<file path="config.mk">
export PLATFORM = sky130hd
export DESIGN_NAME = riscv_ctrl_pipe
export DESIGN_NICKNAME = d
export VERILOG_FILES = /design/src/rtl/riscv_ctrl_pipe.sv
export SDC_FILE = /design/constraint.sdc
export NUM_CORES = 1
export LEC_CHECK = 0
export CORE_AREA = 2 2 56 58
export DETAILED_ROUTE_END_ITERATION = 16
export DIE_AREA = 0 0 58 60
export PLACE_DENSITY = 0.79
export RECOVER_POWER = 50
export SLEW_MARGIN = 20
export SYNTH_ARGS = -nofsm -noshare
export SYNTH_HDL_FRONTEND = slang
export SYNTH_SLANG_ARGS = --single-unit
</file>
<file path="constraint.sdc">
create_clock -name clk -period 2.7 [get_ports clk]
set_input_delay 0.27 -clock clk [delete_from_list [all_inputs] [get_ports clk]]
set_output_delay 0.27 -clock clk [all_outputs]
set_load 0.02 [all_outputs]
</file>
<file path="src/rtl/riscv_ctrl_pipe.sv">
// riscv_ctrl_pipe
// Control-path register chain between the decode-stage controller and the
// E/M/W stages. Captures the D-stage control bundle plus destination register,
// carries it through E, M and W, resolves branches/jumps in E into pcSrcE,
// and exposes per-stage rd/regWrite/load indications for hazard detection.
//
// Optional feature macro: CTRL_PIPE_PERF_EN
//   When defined, adds retiredCnt/flushCnt performance counters (CNT_W wide).
//   When undefined, neither the ports, the CNT_W parameter nor the counters exist.

module riscv_ctrl_pipe #(
  parameter int RD_W  = 5
`ifdef CTRL_PIPE_PERF_EN
  ,
  parameter int CNT_W = 32
`endif
) (
  input  logic            clk,
  input  logic            rst,
  input  logic            validD,
  input  logic            flushE,
  input  logic            regWriteD,
  input  logic [1:0]      resultSrcD,
  input  logic            memWriteD,
  input  logic [1:0]      jumpD,
  input  logic [2:0]      branchD,
  input  logic [2:0]      ALUControlD,
  input  logic            ALUSrcD,
  input  logic [RD_W-1:0] rdD,
  input  logic            zeroE,
  input  logic            ltE,
  input  logic            ltuE,
  output logic [2:0]      ALUControlE,
  output logic            ALUSrcE,
  output logic [1:0]      pcSrcE,
  output logic            loadE,
  output logic [RD_W-1:0] rdE,
  output logic            regWriteM,
  output logic            memWriteM,
  output logic [1:0]      resultSrcM,
  output logic [RD_W-1:0] rdM,
  output logic            regWriteW,
  output logic [1:0]      resultSrcW,
`ifdef CTRL_PIPE_PERF_EN
  output logic [CNT_W-1:0] retiredCnt,
  output logic [CNT_W-1:0] flushCnt,
`endif
  output logic [RD_W-1:0] rdW
);

  // E-stage registers
  logic            r_validE;
  logic            r_regWriteE;
  logic [1:0]      r_resultSrcE;
  logic            r_memWriteE;
  logic [1:0]      r_jumpE;
  logic [2:0]      r_branchE;
  logic [2:0]      r_ALUControlE;
  logic            r_ALUSrcE;
  logic [RD_W-1:0] r_rdE;

  // M-stage registers
  logic            r_validM;
  logic            r_regWriteM;
  logic            r_memWriteM;
  logic [1:0]      r_resultSrcM;
  logic [RD_W-1:0] r_rdM;

  // W-stage registers
  logic            r_regWriteW;
  logic [1:0]      r_resultSrcW;
  logic [RD_W-1:0] r_rdW;

  // Combinational E-stage decisions
  logic            w_takeD;
  logic            w_brTaken;
  logic [1:0]      w_pcSrcE;

  // A real instruction enters E only when the slot is valid and not flushed;
  // flush always wins over validD.
  assign w_takeD = validD & ~flushE;

  // E register: capture the D bundle or insert an all-zero bubble
  always_ff @(posedge clk or negedge rst) begin
    if (!rst) begin
      r_validE      <= 1'b0;
      r_regWriteE   <= 1'b0;
      r_resultSrcE  <= 2'b00;
      r_memWriteE   <= 1'b0;
      r_jumpE       <= 2'b00;
      r_branchE     <= 3'b000;
      r_ALUControlE <= 3'b000;
      r_ALUSrcE     <= 1'b0;
      r_rdE         <= {RD_W{1'b0}};
    end else if (w_takeD) begin
      r_validE      <= 1'b1;
      r_regWriteE   <= regWriteD & validD;
      r_resultSrcE  <= resultSrcD;
      r_memWriteE   <= memWriteD & validD;
      r_jumpE       <= jumpD;
      r_branchE     <= branchD;
      r_ALUControlE <= ALUControlD;
      r_ALUSrcE     <= ALUSrcD;
      r_rdE         <= rdD;
    end else begin
      r_validE      <= 1'b0;
      r_regWriteE   <= 1'b0;
      r_resultSrcE  <= 2'b00;
      r_memWriteE   <= 1'b0;
      r_jumpE       <= 2'b00;
      r_branchE     <= 3'b000;
      r_ALUControlE <= 3'b000;
      r_ALUSrcE     <= 1'b0;
      r_rdE         <= {RD_W{1'b0}};
    end
  end

  // M register: advances from E every clock, write enables gated by validE
  always_ff @(posedge clk or negedge rst) begin
    if (!rst) begin
      r_validM     <= 1'b0;
      r_regWriteM  <= 1'b0;
      r_memWriteM  <= 1'b0;
      r_resultSrcM <= 2'b00;
      r_rdM        <= {RD_W{1'b0}};
    end else begin
      r_validM     <= r_validE;
      r_regWriteM  <= r_regWriteE & r_validE;
      r_memWriteM  <= r_memWriteE & r_validE;
      r_resultSrcM <= r_resultSrcE;
      r_rdM        <= r_rdE;
    end
  end

  // W register: advances from M every clock, write enable gated by validM
  always_ff @(posedge clk or negedge rst) begin
    if (!rst) begin
      r_regWriteW  <= 1'b0;
      r_resultSrcW <= 2'b00;
      r_rdW        <= {RD_W{1'b0}};
    end else begin
      r_regWriteW  <= r_regWriteM & r_validM;
      r_resultSrcW <= r_resultSrcM;
      r_rdW        <= r_rdM;
    end
  end

  // Branch condition evaluation from the E-stage ALU flags
  always_comb begin
    w_brTaken = 1'b0;
    case (r_branchE)
      3'b001:  w_brTaken = zeroE;
      3'b010:  w_brTaken = ~zeroE;
      3'b011:  w_brTaken = ltE;
      3'b100:  w_brTaken = ~ltE;
      3'b101:  w_brTaken = ltuE;
      3'b110:  w_brTaken = ~ltuE;
      default: w_brTaken = 1'b0;
    endcase
  end

  // Next-PC select: jumps override branches; reserved encodings fall back to PC+4
  always_comb begin
    w_pcSrcE = 2'b00;
    if (!r_validE) begin
      w_pcSrcE = 2'b00;
    end else if (r_jumpE == 2'b01) begin
      w_pcSrcE = 2'b01;
    end else if (r_jumpE == 2'b10) begin
      w_pcSrcE = 2'b10;
    end else if (r_jumpE == 2'b11) begin
      w_pcSrcE = 2'b00;
    end else if (w_brTaken) begin
      w_pcSrcE = 2'b01;
    end else begin
      w_pcSrcE = 2'b00;
    end
  end

`ifdef CTRL_PIPE_PERF_EN
  logic             r_validW;
  logic [CNT_W-1:0] r_retiredCnt;
  logic [CNT_W-1:0] r_flushCnt;
  logic             w_flushHit;

  // A flush is counted only when it actually discards work: a valid D slot or
  // a redirect coming out of E.
  assign w_flushHit = flushE & (validD | (w_pcSrcE != 2'b00));

  // W valid tracking for retirement counting
  always_ff @(posedge clk or negedge rst) begin
    if (!rst) begin
      r_validW <= 1'b0;
    end else begin
      r_validW <= r_validM;
    end
  end

  // Performance counters, wrap naturally at 2^CNT_W
  always_ff @(posedge clk or negedge rst) begin
    if (!rst) begin
      r_retiredCnt <= {CNT_W{1'b0}};
      r_flushCnt   <= {CNT_W{1'b0}};
    end else begin
      r_retiredCnt <= r_retiredCnt + {{(CNT_W-1){1'b0}}, r_validW};
      r_flushCnt   <= r_flushCnt + {{(CNT_W-1){1'b0}}, w_flushHit};
    end
  end

  assign retiredCnt = r_retiredCnt;
  assign flushCnt   = r_flushCnt;
`endif

  assign ALUControlE = r_ALUControlE;
  assign ALUSrcE     = r_ALUSrcE;
  assign pcSrcE      = w_pcSrcE;
  assign loadE       = r_validE & (r_resultSrcE == 2'b01);
  assign rdE         = r_rdE;
  assign regWriteM   = r_regWriteM;
  assign memWriteM   = r_memWriteM;
  assign resultSrcM  = r_resultSrcM;
  assign rdM         = r_rdM;
  assign regWriteW   = r_regWriteW;
  assign resultSrcW  = r_resultSrcW;
  assign rdW         = r_rdW;

endmodule
</file>
Word-level counts from Yosys, hierarchy flattened
Index checks and enable logic that the tools add are counted.

Register bits after elaboration: 37.

Bitwise logic cells: 11. Eq/ne operators: 10. Multiplexer cells: 15.

Operators with widths (number): 2-bit two-way mux (5); 3-bit equality test, second input constant (3); 1-bit bitwise AND (7); 3-bit by 2-bit equality test with 1-bit output, second input constant (2); 1-bit two-way mux (6); 3-bit two-way mux (2); 1-bit case mux with 6 select lines (1); 5-bit two-way mux (1); 2-bit by 1-bit equality test with 1-bit output, second input constant (2); 2-bit equality test, second input constant (2); 1-bit NOT (4); 3-bit by 1-bit equality test with 1-bit output, second input constant (1).

Depth between registers and ports, before layout
Gate-level depths: netlist of the first run.

Depth in word-level cells: 7. Gate-level depth with buffers: 4.

Worst setup path after synthesis of the first run
OpenSTA, ideal clock, no wires.

Kind: register to output. Start: register r_branchE[2]. End: output port pcSrcE[0]. Required time: 2.430 ns. Stages on the path, launching flop included: 5. Buffers on the path: 0. Slack: 1.288 ns. Data arrival time: 1.142 ns. Cells stage by stage: dfrtp_1 > inv_2 > o22ai_1 > a311oi_1 > a21boi_1.

Word-level cells in the longest chain between the ends: 7.

Ends and longest elaborated chain: from (decl) (line 57) `logic [2:0] r_branchE;`; from (signal assigned) (line 101) `r_branchE <= branchD;`; 3-bit equality test, or another cell as far along (line 151) `case (r_branchE)`; 1-bit case mux with 6 select lines (*) (line 151); 1-bit two-way mux (*) (line 173) `end else if (w_brTaken) begin`; 1-bit two-way mux (*) (line 171) `end else if (r_jumpE == 2'b11) begin`; 2-bit two-way mux (*) (line 169) `end else if (r_jumpE == 2'b10) begin`; 2-bit two-way mux (*) (line 167) `end else if (r_jumpE == 2'b01) begin`; 2-bit two-way mux (*) (line 165) `if (!r_validE) begin`; to (decl) (line 35) `output logic [1:0] pcSrcE,`.

Every way passes the cells marked *; elsewhere a longest branch is shown, timed or not.

Worst setup path in the final report of the first run
Start: register r_branchE[1]. End: output port pcSrcE[0].

Same word-level chain as after synthesis.

==> summary.md, run 1 <==
| Metric | Value |
|---|---|
| Run status | `finished, violations left` |
| Failing checks | `capacitance limit, slew limit` |
| Grt ovf | `0` |
| Initial DRC Count | `8` |
| Largest cells by area after synthesis | `dfrtp_1, and2_1, and3b_1` |
| Class of the tightest hold or removal check | `reg2reg` |
| Fill cell count | `229` |
| Via density | `4.44` |
| Syn Area/Cell | `around 16 µm²` |
| CTS tree | `built` |
| Worst EP arrival | `around 1.9 ns` |
| DRT antenna net count | `0` |
| Synth Flop Type | `dfrtp_1` |
| Die width | `slightly below 60 µm` |
| Clk root buf | `clkbuf_4` |
| Total power | `approximately 960 µW` |
| Total of max-cap violations | `1` |
| Leak Pwr | `0.816 nW` |
| CP Class | `reg2out` |
| Area grow syn2layout | `53.5%` |
| Total vias in the final route | `733` |
| Unrepaired setup endpoints after global routing | `no` |
| Number of diodes | `0` |
| FF+latch count, synth | `37` |
| Max-slew violation count | `38` |
| Endpoints failing setup | `0` |
| First-pass GRT wire length | `around 3300 µm` |
| PD cells | `about 540 nW/µm²` |
| Fin crit period | `around 2.2 ns` |
| Hold_buf cts | `0` |
| Synth area leader | `dfrtp_1` |
| Largest net degree at the start of global routing | `38` |
| Number of distinct library cells after synthesis | `14` |
| Die height | `about 60 µm` |
| Reg2reg path depth | `1` |
| Die Area | `3480 µm²` |
| Worst relative slew slack | `-0.216` |
| Number of synthesized flops with an enable pin | `0` |
| CTS resizes | `0` |
| Hold Vio Cnt, Final | `0` |
| Warnings from Yosys | `0` |
| IO Count | `54` |
| Initial Util | `0.396` |
| Num CTS Buffers | `5` |
| Post-synth net total | `between 90 and 100` |
| Seq/Total Area, Yosys | `0.805` |
| Worst Path Required | `about 2.4 ns` |
| Post-synth top area share | `0.805` |
| Wire per inst | `~12 µm` |
| Cell area after synthesis | `between 1000 and 1500 µm²` |
| Post-DP HPWL | `~1500 µm` |
| H-tree depth | `2` |
| Least-Margin Pin Slew | `about 1.8 ns` |
| 1st-pass router iterations | `3` |
| Hold depth | `0` |
| Async S/R FF share, synth | `1.00` |
| Core ar. | `slightly below 3000 µm²` |
| Postcts setup bufs | `0` |
| Cell Rows | `20` |
| Top cells by count, synth | `dfrtp_1, and2_1, and3b_1, inv_1, inv_2` |
| Crit Path Max Fanout | `3` |
| Initial antenna violation count | `0` |
| Clock Sinks | `37` |
| Drt drc | `0` |
| Layout cell share with drive strength beyond 1 | `0.0682` |
| Max Freq | `458 MHz` |
| Dominant cell by count in the synthesized netlist | `dfrtp_1` |
| Crit path launch type | `register` |
| I/O Buffers | `53` |
| Fin nets | `157` |
| CP endpoint kind | `output pin` |
| Worst-Skew Late Latency | `around 0.30 ns` |
| All-Layer GR Usage | `0.126` |
| Final TNS setup | `0 ns` |
| Tcrit/Tclk final | `0.809` |
| Final GP Congestion | `approximately 0.74` |
| Vias in the first global route | `754` |
| Peak supply drop | `approximately 0.54 mV` |
| Clk slew on worst S/H paths | `0.09 ns` |
| Cells after Synth | `73` |
| Clock Skew | `0.00114 ns` |
| Maximum clock path buffer count | `2` |
| Drt total wl | `about 1900 µm` |
report_power, final:
group	switching, mW	total [mW]	internal [mW]
Sequential	0.00892	0.583	0.574
Clock	0.143	0.266	0.123
Combinational	0.0469	0.110	0.0628
Total	0.199	0.958	0.759
cells in the final DEF, fill, tap and decap left out:
cell	count
inv_2	2
inv_1	2
a311oi_1	1
clkbuf_8	1
clkbuf_4	5
a21boi_1	1
clkdlybuf4s50_1	52
o22ai_1	1
dfrtp_1	37
nor2b_2	1
a22oi_1	1
nor3_1	1
and3b_1	2
a31oi_1	1
clkbuf_1	2
and2_1	21
o21ai_0	1
worst paths after layout:
kind | start | end | slack, ns
worst min register to register | r_resultSrcE[1]$_DFF_PN0_ | resultSrcM[1]$_DFF_PN0_ | 0.38
worst min-delay path | r_resultSrcE[1]$_DFF_PN0_ | resultSrcM[1]$_DFF_PN0_ | 0.38
min in group asynchronous | rst | r_branchE[2]$_DFF_PN0_ | 0.46
worst max-delay path | r_branchE[1]$_DFF_PN0_ | pcSrcE[0] | 0.52
max in group asynchronous | rst | resultSrcW[0]$_DFF_PN0_ | 1.20
worst max register to register | r_validE$_DFF_PN0_ | memWriteM$_DFF_PN0_ | 2.00
layer usage:
| layer | track usage | routed length (µm) | up-vias |
|---|---|---|---|
| li1 | - | - | 349 |
| met1 | 0.142 | 666 | 348 |
| met2 | 0.227 | 1090 | 36 |
| met3 | 0.0606 | 181 | 0 |
| met4 | 0.00997 | 0 | 0 |
| met5 | 0 | 0 | - |
logic make-up after synthesis:
kind of cell           Yosys count  share of synthesized area
AOI/OAI and AO/OA                6                     0.0359
buffers and inverters            5                     0.0174
DFF                             37                      0.805
and+or+nand+nor                 25                      0.141
registers in the layout, summed over array words and instances, names as in the netlist, 2 cells and up:
| register | cells |
|---|---|
| rdE | 5 |
| rdM | 5 |
| rdW | 5 |
| ALUControlE | 3 |
| r_branchE | 3 |
| r_jumpE | 2 |
| r_resultSrcE | 2 |
| resultSrcM | 2 |
| resultSrcW | 2 |
cell type report:
class,count,area [µm²],area share
Inverter,4,15.0,0.00850
Tap cell,33,41.3,0.0234
Sequential cell,37,926,0.524
Timing Repair Buffer,53,524,0.297
Multi-Input combinational cell,31,204,0.116
Clock buffer,7,55.1,0.0312
worst max-delay path, stage by stage (launching register included):
cell and delay [ns]:
dfrtp_1 0.41, inv_1 0.09, o22ai_1 0.07, a311oi_1 0.25, a21boi_1 0.18, clkdlybuf4s50_1 0.63
per-stage QoR:
stage	hold slack [ns]	utilization	area (µm²)	setup slack [ns]	instances
2_1_floorplan	-0.0256	-	1150	1.29	73
5_1_grt	0.392	0.608	1770	0.361	165
4_1_cts	0.0498	0.609	1770	0.502	165
3_5_place_dp	0.354	0.590	1710	0.527	158
6_report	0.375	0.608	1770	0.516	165
3_3_place_gp	0.355	0.590	1710	0.580	158
Power figures use the tool's default switching activity.
==> run 2: changes to the inputs <==
--- a/config.mk
+++ b/config.mk
@@ -5,10 +5,10 @@
 export SDC_FILE = /design/constraint.sdc
 export NUM_CORES = 1
 export LEC_CHECK = 0
-export CORE_AREA = 2 2 56 58
+export CORE_AREA = 2 2 61 63
 export DETAILED_ROUTE_END_ITERATION = 16
-export DIE_AREA = 0 0 58 60
-export PLACE_DENSITY = 0.79
+export DIE_AREA = 0 0 63 65
+export PLACE_DENSITY = 0.7
 export RECOVER_POWER = 50
 export SLEW_MARGIN = 20
 export SYNTH_ARGS = -nofsm -noshare
==> constraint.sdc (replaced) <==
create_clock -name clk -period 2 [get_ports clk]
set_input_delay 0.2 -clock clk [delete_from_list [all_inputs] [get_ports clk]]
set_output_delay 0.2 -clock clk [all_outputs]
set_load 0.02 [all_outputs]
==> summary.md, run 2 (synthesis gave the netlist of run 1 again) <==
| Metric | Value |
|---|---|
| Initial Util | `0.329 (was 0.396)` |
| Crit Path Max Fanout | `3 (unchanged)` |
| Total of max-cap violations | `0 (was 1)` |
| Die width | `63 µm (was 58 µm)` |
| Class of the tightest hold or removal check | `reg2reg (unchanged)` |
| Endpoints failing setup | `0 (unchanged)` |
| Die height | `65 µm (was 60 µm)` |
| Design Area, Final | `1790 µm² (was 1770 µm²)` |
| Grt ovf | `0 (unchanged)` |
| CTS tree | `built (unchanged)` |
| Crit path launch type | `register (unchanged)` |
| Hold Vio Cnt, Final | `0 (unchanged)` |
| Num CTS Buffers | `5 (unchanged)` |
| PD cells | `726 nW/µm² (was 543 nW/µm²)` |
| Slowest-stage cell, CP | `dfrtp_1 (was clkdlybuf4s50_1)` |
| Clock Sinks | `37 (unchanged)` |
| Via density | `4.16 (was 4.44)` |
| Initial DRC Count | `14 (was 8)` |
| Sum of buffers and inverters on the critical path | `2 (unchanged)` |
| Power Internal | `994 µW (was 759 µW)` |
| Post-DP HPWL | `1670 µm (was 1540 µm)` |
| Flop-to-flop setup slack | `1.29 ns (was 2.00 ns)` |
| DRT antenna net count | `0 (unchanged)` |
| Number of diodes | `0 (unchanged)` |
| Placed cell area | `1730 µm² (was 1710 µm²)` |
| Drt drc | `0 (unchanged)` |
| Most frequent cells in the layout | `clkdlybuf4s50_1, dfrtp_1, and2_1 (unchanged)` |
| Worst EP arrival | `1.68 ns (was 1.91 ns)` |
| Initial antenna violation count | `0 (unchanged)` |
| I/O Buffers | `53 (unchanged)` |
| Max-slew violation count | `0 (was 38)` |
| RR Endpoint | `regWriteM$_DFF_PN0_ (was memWriteM$_DFF_PN0_)` |
| All-Layer GR Usage | `0.122 (was 0.126)` |
| IO Count | `54 (unchanged)` |
| Final Core Density | `0.511 (was 0.608)` |
| Placed insts | `173 (was 158)` |
| Total power | `1.30 mW (was 958 µW)` |
| Core ar. | `3500 µm² (was 2900 µm²)` |
| Fin crit period | `1.88 ns` |
| Cell Rows | `22 (was 20)` |
| Largest net degree at the start of global routing | `38 (unchanged)` |
| Clk root buf | `clkbuf_4 (unchanged)` |
| Wire per inst | `12.2 µm (was 11.7 µm)` |
| Sequential group share of total power | `0.606 (was 0.608)` |
| Postcts setup bufs | `0 (unchanged)` |
| Worst Path Required | `1.80 ns (was 2.43 ns)` |
| Clk pwr share | `0.279 (was 0.278)` |
| Drt total wl | `2230 µm (was 1940 µm)` |
| Reg2reg path depth | `1 (unchanged)` |
| Crit path cell chain | `inv_2, o22ai_1, a311oi_1, a21boi_1, dlygate4sd2_1 (was inv_1, o22ai_1, a311oi_1, a21boi_1, clkdlybuf4s50_1)` |
| H-tree depth | `2 (unchanged)` |
| Worst-Skew Late Latency | `0.34 ns (was 0.30 ns)` |
| First-pass GRT wire length | `3620 µm (was 3280 µm)` |
| Total vias in the final route | `757 (was 733)` |
| Worst relative slew slack | `0.328 (was -0.216)` |
| Run status | `finished, final reports clean (was finished, violations left)` |
| Clock Skew | `0.00474 ns (was 0.00114 ns)` |
| NetSw | `305 µW (was 199 µW)` |
| Peak supply drop | `0.213 mV (was 0.540 mV)` |
| Switch share | `0.235 (was 0.208)` |
| Setup WS pre-CTS | `-0.0348 ns (was 0.527 ns)` |
| CP endpoint kind | `output pin (unchanged)` |
| Worst r2r src | `r_validE$_DFF_PN0_ (unchanged)` |
| Least-Margin Pin Slew | `1.01 ns (was 1.82 ns)` |
| Family with the most delay on the worst path | `compound AO/OA/AOI/OAI gates (was buffers and inverters)` |
| CP Class | `reg2out (unchanged)` |
| Max Freq | `between 500 and 600 MHz` |
| Final GP Congestion | `0.788 (was 0.744)` |
| Unrepaired setup endpoints after global routing | `no (unchanged)` |
| PnR worst setup slack | `0.115 ns (was 0.516 ns)` |
| Vias in the first global route | `799 (was 754)` |
| 1st-pass router iterations | `2 (was 3)` |
| Fin nets | `158 (was 157)` |
| Area grow syn2layout | `55.5% (was 53.5%)` |
| Worst Hold Launch | `r_resultSrcE[1]$_DFF_PN0_ (unchanged)` |
| Die Area | `4100 µm² (was 3480 µm²)` |
| Hold depth | `0 (unchanged)` |
| Min-Delay Endpoint | `resultSrcM[1]$_DFF_PN0_ (unchanged)` |
| Commonest non-fill, non-tap cell in the layout | `clkdlybuf4s50_1 (unchanged)` |
| Critical path's largest stage delay | `0.42 ns (was 0.63 ns)` |
| Layout cell share with drive strength beyond 1 | `0.0746 (was 0.0682)` |
| Comb power frac | `0.115 (was 0.114)` |
| Tcrit/Tclk final | `0.942` |
| Leak Pwr | `0.824 nW (was 0.816 nW)` |
| Clk slew on worst S/H paths | `0.10 ns (was 0.09 ns)` |
| Fin cells | `182 (was 165)` |
| Maximum clock path buffer count | `2 (unchanged)` |
==> run 2: cell types whose count changed in the layout (fill, tap and decap cells not counted), sizes merged <==
cell	before	now
dlygate4sd3	0	1
clkbuf	8	7
dlygate4sd2	0	1
clkinv	0	2
clkdlybuf4s50	52	51
==> run 2: power by group through the flow <==
stage	registers [mW]	logic, mW	clock network [mW]
after floorplan	0.824	0.0232	0
after global placement	0.801	0.148	0
after detailed placement	0.803	0.152	0
after CTS	0.788	0.153	0.381
after global routing	0.791	0.161	0.409
final	0.787	0.150	0.362
==> run 2: through the flow <==
stage,hold slack [ns],setup TNS [ns]
after floorplan,-0.0956,0
after global placement,0.303,0
after detailed placement,0.320,-0.0348
after CTS,0.372,0
after global routing,0.397,0
final,0.370,0
==> run 2: metal layers <==
| layer | track usage | routed length [µm] |
|---|---|---|
| met2 | 0.202 | 1140 |
| met1 | 0.124 | 839 |
| met3 | 0.0556 | 172 |
| met5 | 0 | 0 |
| met4 | 0.0778 | 73 |
==> run 2: worst max-delay path by stage <==
stage           endpoint  slack (ns)  cells past startpoint                   start
2_1_floorplan  pcSrcE[0]        0.66                      4  r_branchE[2]$_DFF_PN0_
3_3_place_gp   pcSrcE[0]        0.02                      5                     ltE
3_5_place_dp   pcSrcE[0]       -0.03                      5                    ltuE
4_1_cts        pcSrcE[0]         0.1                      5  r_branchE[2]$_DFF_PN0_
5_1_grt        pcSrcE[0]       0.002                      5  r_branchE[1]$_DFF_PN0_
6_report       pcSrcE[0]        0.12                      5  r_branchE[2]$_DFF_PN0_
==> run 2: layout make-up <==
| cell class | instances | area [µm²] |
|---|---|---|
| Fill cell | 315 | 1710 |
| Sequential cell | 37 | 926 |
| Timing Repair Buffer | 54 | 534 |
| Multi-Input combinational cell | 31 | 201 |
| Tap cell | 48 | 60.1 |
| Clock buffer | 6 | 41.3 |
| Inverter | 4 | 15.0 |
| Clock inverter | 2 | 10.0 |
==> run 2: what timing repair did <==
item,in CTS,in global routing
endpoints found under the hold margin,37,0
endpoints found under the setup margin,1,0
resized for setup,1,0
hold buffers,1,0
